$ cat src/rtl/serial_adder_ctrl_if.sv
// rtl/serial_adder_ctrl_if.sv - requester-side bundle for the bit-serial adder sequencer
interface serial_adder_ctrl_if #(
  parameter int WIDTH = 8
);
  logic             start;
  logic [WIDTH-1:0] a;
  logic [WIDTH-1:0] b;
  logic             cin;
  logic             busy;
  logic             done;
  logic [WIDTH-1:0] sum;
  logic             cout;

  modport master (
    output start, a, b, cin,
    input  busy, done, sum, cout
  );

  modport slave (
    input  start, a, b, cin,
    output busy, done, sum, cout
  );
endinterface

$ cat src/rtl/serial_adder_ctrl.sv
// rtl/serial_adder_ctrl.sv - WIDTH-bit add with carry-in over one shared 1-bit full-adder, LSB first
module serial_adder_ctrl #(
  parameter int WIDTH = 8
) (
  input  logic               clk,
  input  logic               rst,
  serial_adder_ctrl_if.slave req,
  output logic               fa_a,
  output logic               fa_b,
  output logic               fa_cin,
  input  logic               fa_sum,
  input  logic               fa_cout
);

  localparam int CW = (WIDTH > 1) ? $clog2(WIDTH) : 1;
  localparam logic [CW-1:0] LAST_BIT = CW'(WIDTH - 1);

  typedef enum logic [1:0] {
    IDLE = 2'd0,
    RUN  = 2'd1,
    DONE = 2'd2
  } state_t;

  state_t state_q, state_d;

  logic [WIDTH-1:0] a_sh, b_sh, s_sh;
  logic [WIDTH-1:0] sum_q;
  logic             carry_q, cout_q;
  logic [CW-1:0]    count_q;
  logic             busy_c, done_c;
  logic [WIDTH-1:0] s_next;

  assign s_next = {fa_sum, s_sh[WIDTH-1:1]};

  always_ff @(posedge clk or posedge rst) begin
    if (rst) begin
      state_q <= IDLE;
    end else begin
      state_q <= state_d;
    end
  end

  always_comb begin
    state_d = state_q;
    busy_c  = 1'b0;
    done_c  = 1'b0;
    fa_a    = 1'b0;
    fa_b    = 1'b0;
    fa_cin  = 1'b0;
    case (state_q)
      IDLE: begin
        if (req.start) state_d = RUN;
      end
      RUN: begin
        busy_c = 1'b1;
        fa_a   = a_sh[0];
        fa_b   = b_sh[0];
        fa_cin = carry_q;
        if (count_q == LAST_BIT) state_d = DONE;
      end
      DONE: begin
        busy_c  = 1'b1;
        done_c  = 1'b1;
        state_d = IDLE;
      end
      default: state_d = IDLE;
    endcase
  end

  // Result registers only move on the final RUN edge so the requester sees a stable value otherwise.
  always_ff @(posedge clk or posedge rst) begin
    if (rst) begin
      a_sh    <= '0;
      b_sh    <= '0;
      s_sh    <= '0;
      carry_q <= 1'b0;
      count_q <= '0;
      sum_q   <= '0;
      cout_q  <= 1'b0;
    end else begin
      case (state_q)
        IDLE: begin
          if (req.start) begin
            a_sh    <= req.a;
            b_sh    <= req.b;
            carry_q <= req.cin;
            count_q <= '0;
            s_sh    <= '0;
          end
        end
        RUN: begin
          s_sh    <= s_next;
          carry_q <= fa_cout;
          a_sh    <= {1'b0, a_sh[WIDTH-1:1]};
          b_sh    <= {1'b0, b_sh[WIDTH-1:1]};
          count_q <= count_q + 1'b1;
          if (count_q == LAST_BIT) begin
            sum_q  <= s_next;
            cout_q <= fa_cout;
          end
        end
        default: ;
      endcase
    end
  end

  assign req.busy = busy_c;
  assign req.done = done_c;
  assign req.sum  = sum_q;
  assign req.cout = cout_q;

endmodule

$ cat src/flat_wrapper.sv
// flat-port wrapper written by rule: the top's interface ports become plain ports
module serial_adder_ctrl_flat 
#(
  parameter int WIDTH = 8
)
  (clk, rst, fa_a, fa_b, fa_cin, fa_sum, fa_cout, req_start, req_a, req_b, req_cin, req_busy, req_done, req_sum, req_cout);
  serial_adder_ctrl_if #(.WIDTH(WIDTH)) req_i ();
  input  logic clk;
  input  logic rst;
  output logic fa_a;
  output logic fa_b;
  output logic fa_cin;
  input  logic fa_sum;
  input  logic fa_cout;
  input wire logic [$bits(req_i.start)-1:0] req_start;
  input wire logic [$bits(req_i.a)-1:0] req_a;
  input wire logic [$bits(req_i.b)-1:0] req_b;
  input wire logic [$bits(req_i.cin)-1:0] req_cin;
  output wire logic [$bits(req_i.busy)-1:0] req_busy;
  output wire logic [$bits(req_i.done)-1:0] req_done;
  output wire logic [$bits(req_i.sum)-1:0] req_sum;
  output wire logic [$bits(req_i.cout)-1:0] req_cout;
  assign req_i.start = req_start;
  assign req_i.a = req_a;
  assign req_i.b = req_b;
  assign req_i.cin = req_cin;
  assign req_busy = req_i.busy;
  assign req_done = req_i.done;
  assign req_sum = req_i.sum;
  assign req_cout = req_i.cout;
  serial_adder_ctrl #(.WIDTH(WIDTH)) u_core (.clk(clk), .rst(rst), .req(req_i), .fa_a(fa_a), .fa_b(fa_b), .fa_cin(fa_cin), .fa_sum(fa_sum), .fa_cout(fa_cout));
endmodule
$ cat config.mk
export PLATFORM = sky130hd
export DESIGN_NAME = serial_adder_ctrl_flat
export DESIGN_NICKNAME = d
export VERILOG_FILES = /design/src/rtl/serial_adder_ctrl_if.sv /design/src/rtl/serial_adder_ctrl.sv /design/src/flat_wrapper.sv
export SDC_FILE = /design/constraint.sdc
export NUM_CORES = 1
export LEC_CHECK = 0
export BUFFER_PORTS_ARGS = -buffer_cell sky130_fd_sc_hd__buf_2
export CORE_MARGIN = 3
export CORE_UTILIZATION = 44
export DETAILED_ROUTE_END_ITERATION = 12
export PLACE_DENSITY = 0.66
export SYNTH_ARGS = -nofsm -noshare
export SYNTH_HDL_FRONTEND = slang
export SYNTH_SLANG_ARGS = --single-unit
$ cat constraint.sdc
create_clock -name clk -period 2.35 [get_ports clk]
set_input_delay 0.235 -clock clk [delete_from_list [all_inputs] [get_ports clk]]
set_output_delay 0.235 -clock clk [all_outputs]
set_load 0.01 [all_outputs]
==> impl_metrics.toml <==
[synth]
post_synth_instance_area_um2 = 1904
yosys.area.top_type_share_pct = 49.93
ys.flop_type = "dfrtp_1"
ys_seq_elements = 38
syn_area_per_cell_um2 = 12.05
yosysSeqAreaShare_pct = 49.93
yosys-top-cells-area = "dfrtp_1, mux2_2, o221a_1"
yosysTopAreaCell = "dfrtp_1"
async_flop_share_pct = 100.0
synth_edf_count = 0
synthDistinctLibCells = 32
yosys_warnings = 0
synth.net_count = 185
netlist_instances = 158

[setup_path]
cp_num_buf_inv = 3
path_cells = "inv_1 > ha_1 > buf_4 > and2_1 > buf_2"
crit_required_ns = 2.12
end_kind = "output pin"
cp_slowest_cell = "dfrtp_1"
crit_type = "reg2out"
max_stage_delay_ns = 0.41
worstPathMaxFanout = 14
critPathTopFamily = "buffers and inverters"
worstSetupStartpointType = "register"
arrival_ns = 1.60

[outcome]
status = "finished, final reports clean"

[route]
vias_per_cell = 5.673
firstDrtPassIters = 4
ant_nets = 0
wl_per_cell_um = 16.47
drt-total-wl_um = 4035
drt_iter0_markers = 100
num_vias = 1390
drc = 0

[die]
std_cell_rows = 23
initial_core_util_pct = 46.60
fp.dieH_um = 71.79
core-area_um2 = 4086
die_x_um = 71.79
pin_count = 36
design.die.area_um2 = 5153

[sta]
hold_ws_ns = 0.04724
rsz0062_at_grt = "no"
slew_headroom_pct = 57.08
finalHoldViolCount = 0
worst_slack_ns = 0.5143
fin_setup_tns_ns = 0
final_max_slew_viol_count = 0
period_share_pct = 78.12
final.min_clock_period_ns = 1.836
worstMarginPinSlew_ns = 0.6313
max_clock_freq_mhz = 544.7
clock_skew_ns = 0.01183
setup_viol = 0

[place]
io_buffers = 35
place_inst = 238
hpwl_um = 2787
place.gp.congestion = 0.7940
pre_cts_slack_ns = 0.6468

[global_routing]
grt.total_usage_pct = 17.20
antenna_found_initial = 0
grt_pass1_wl_um = 6837
grt_max_degree = 39
grt_pass1_vias = 1415
grt-ovfl-total = 0

[clocking]
cts_buffer_depth = 2
clkTransAtPathRegs_ns = 0.08
post_cts_buffers = 0
numClockSinks = 38
holdBufCountCts = 0
cts_root_buf = "clkbuf_8"
cts_made_buffers = 5
cts_tree = "built"
htree_levels = 2
cts_resized = 0
clkLatencyLatePin_ns = 0.29

[cells_and_area]
diodes = 0
layout-drive-gt1-share_pct = 33.85
layout_commonest_cell = "dfrtp_1"
fillers = 377
syn_to_final_growth_pct = 13.80
fin_util_pct = 53.03
stdcell_count = 245
final_cell_mix = "dfrtp_1, buf_2, mux2_2, o22ai_1, nand2b_1"
nets = 222

[pwr]
max-vdd-ir-drop_mv = 0.6663
power_density_nw_per_um2 = 1329
p_leak_nw = 1.006

[worst_hold_path]
hold_class = "in2async"

[run]
cap_viol_max_count = 0
metrics by stage:
step,power [mW],instance area (µm²)
CTS,2.910,2167
detailed placement,2.473,2091
floorplan,2.186,1904
global placement,2.398,2091
global route,3.121,2167
finish,2.880,2167
worst paths after layout:
check	start	end	slack, ns	depth (start not counted)
max	u_core.state_q[1]	fa_b	0.51	5
min	rst	u_core.b_sh[3]	0.05	3
max reg2reg	u_core.state_q[1]	u_core.a_sh[6]	0.63	5
min reg2reg	u_core.req.sum[3]	u_core.req.sum[3]	0.50	1
max in group asynchronous	rst	u_core.req.sum[5]	1.95	3
min in group clk	fa_sum	u_core.req.sum[7]	0.20	2
where the power goes:
group / total (mW) / internal (mW) / leakage [nW] / switching (mW)
clock: 0.417 / 0.204 / 0.0383 / 0.213
sequential: 1.14 / 0.939 / 0.468 / 0.204
combinational: 1.32 / 0.653 / 0.500 / 0.669
cell usage after synthesis (2+ instances only):
cell,number
a21oi_1,6
a22o_1,6
a22oi_1,7
and2_1,5
buf_2,2
buf_6,6
dfrtp_1,38
ha_1,5
inv_1,3
mux2_2,14
mux2i_1,7
nand2_1,2
nand2_2,2
nand2b_1,10
nor2_1,3
o21ai_0,2
o21ai_1,7
o221a_1,9
o22ai_1,11
worst min-delay path, cell delays in order:
cell   delay [ns]
buf_2        0.09
inv_1        0.04
buf_4        0.41
layout make-up:
type / count / area, µm² / area share, %
inverter: 4 / 15.01 / 0.6928
timing repair buffer: 40 / 212.7 / 9.815
clock buffer: 7 / 76.32 / 3.522
sequential: 38 / 950.9 / 43.88
multi-input combinational: 106 / 849.6 / 39.20
tap: 50 / 62.56 / 2.887
metal layers:
| metal | part of all wire, % | global-route usage (%) | wire, µm |
|---|---|---|---|
| met5 | 0 | 0 | 0 |
| met4 | 1.5 | 6.054 | 60 |
| met3 | 5.7 | 5.891 | 231 |
| met2 | 48 | 26.02 | 1938 |
| met1 | 45 | 23.07 | 1805 |
flip-flops by register name, indices dropped and copies added, names as in the netlist:
signal           cells
u_core.count_q       3
u_core.carry_q       1
u_core.s_sh          7
u_core.req.cout      1
u_core.b_sh          8
u_core.a_sh          8
u_core.state_q       2
u_core.req.sum       8
kinds of logic (layout without fill, tap and decap cells):
| group | after synthesis | in the layout | share of synthesized area, % |
|---|---|---|---|
| buf+inv | 14 | 51 | 5.453 |
| flops | 38 | 38 | 49.93 |
| mux | 22 | 22 | 12.68 |
| fa+ha+maj | 5 | 5 | 3.285 |
| compound gates | 50 | 50 | 19.19 |
| simple gates | 29 | 29 | 9.462 |
Note: power is estimated with default switching activity, not from simulation.
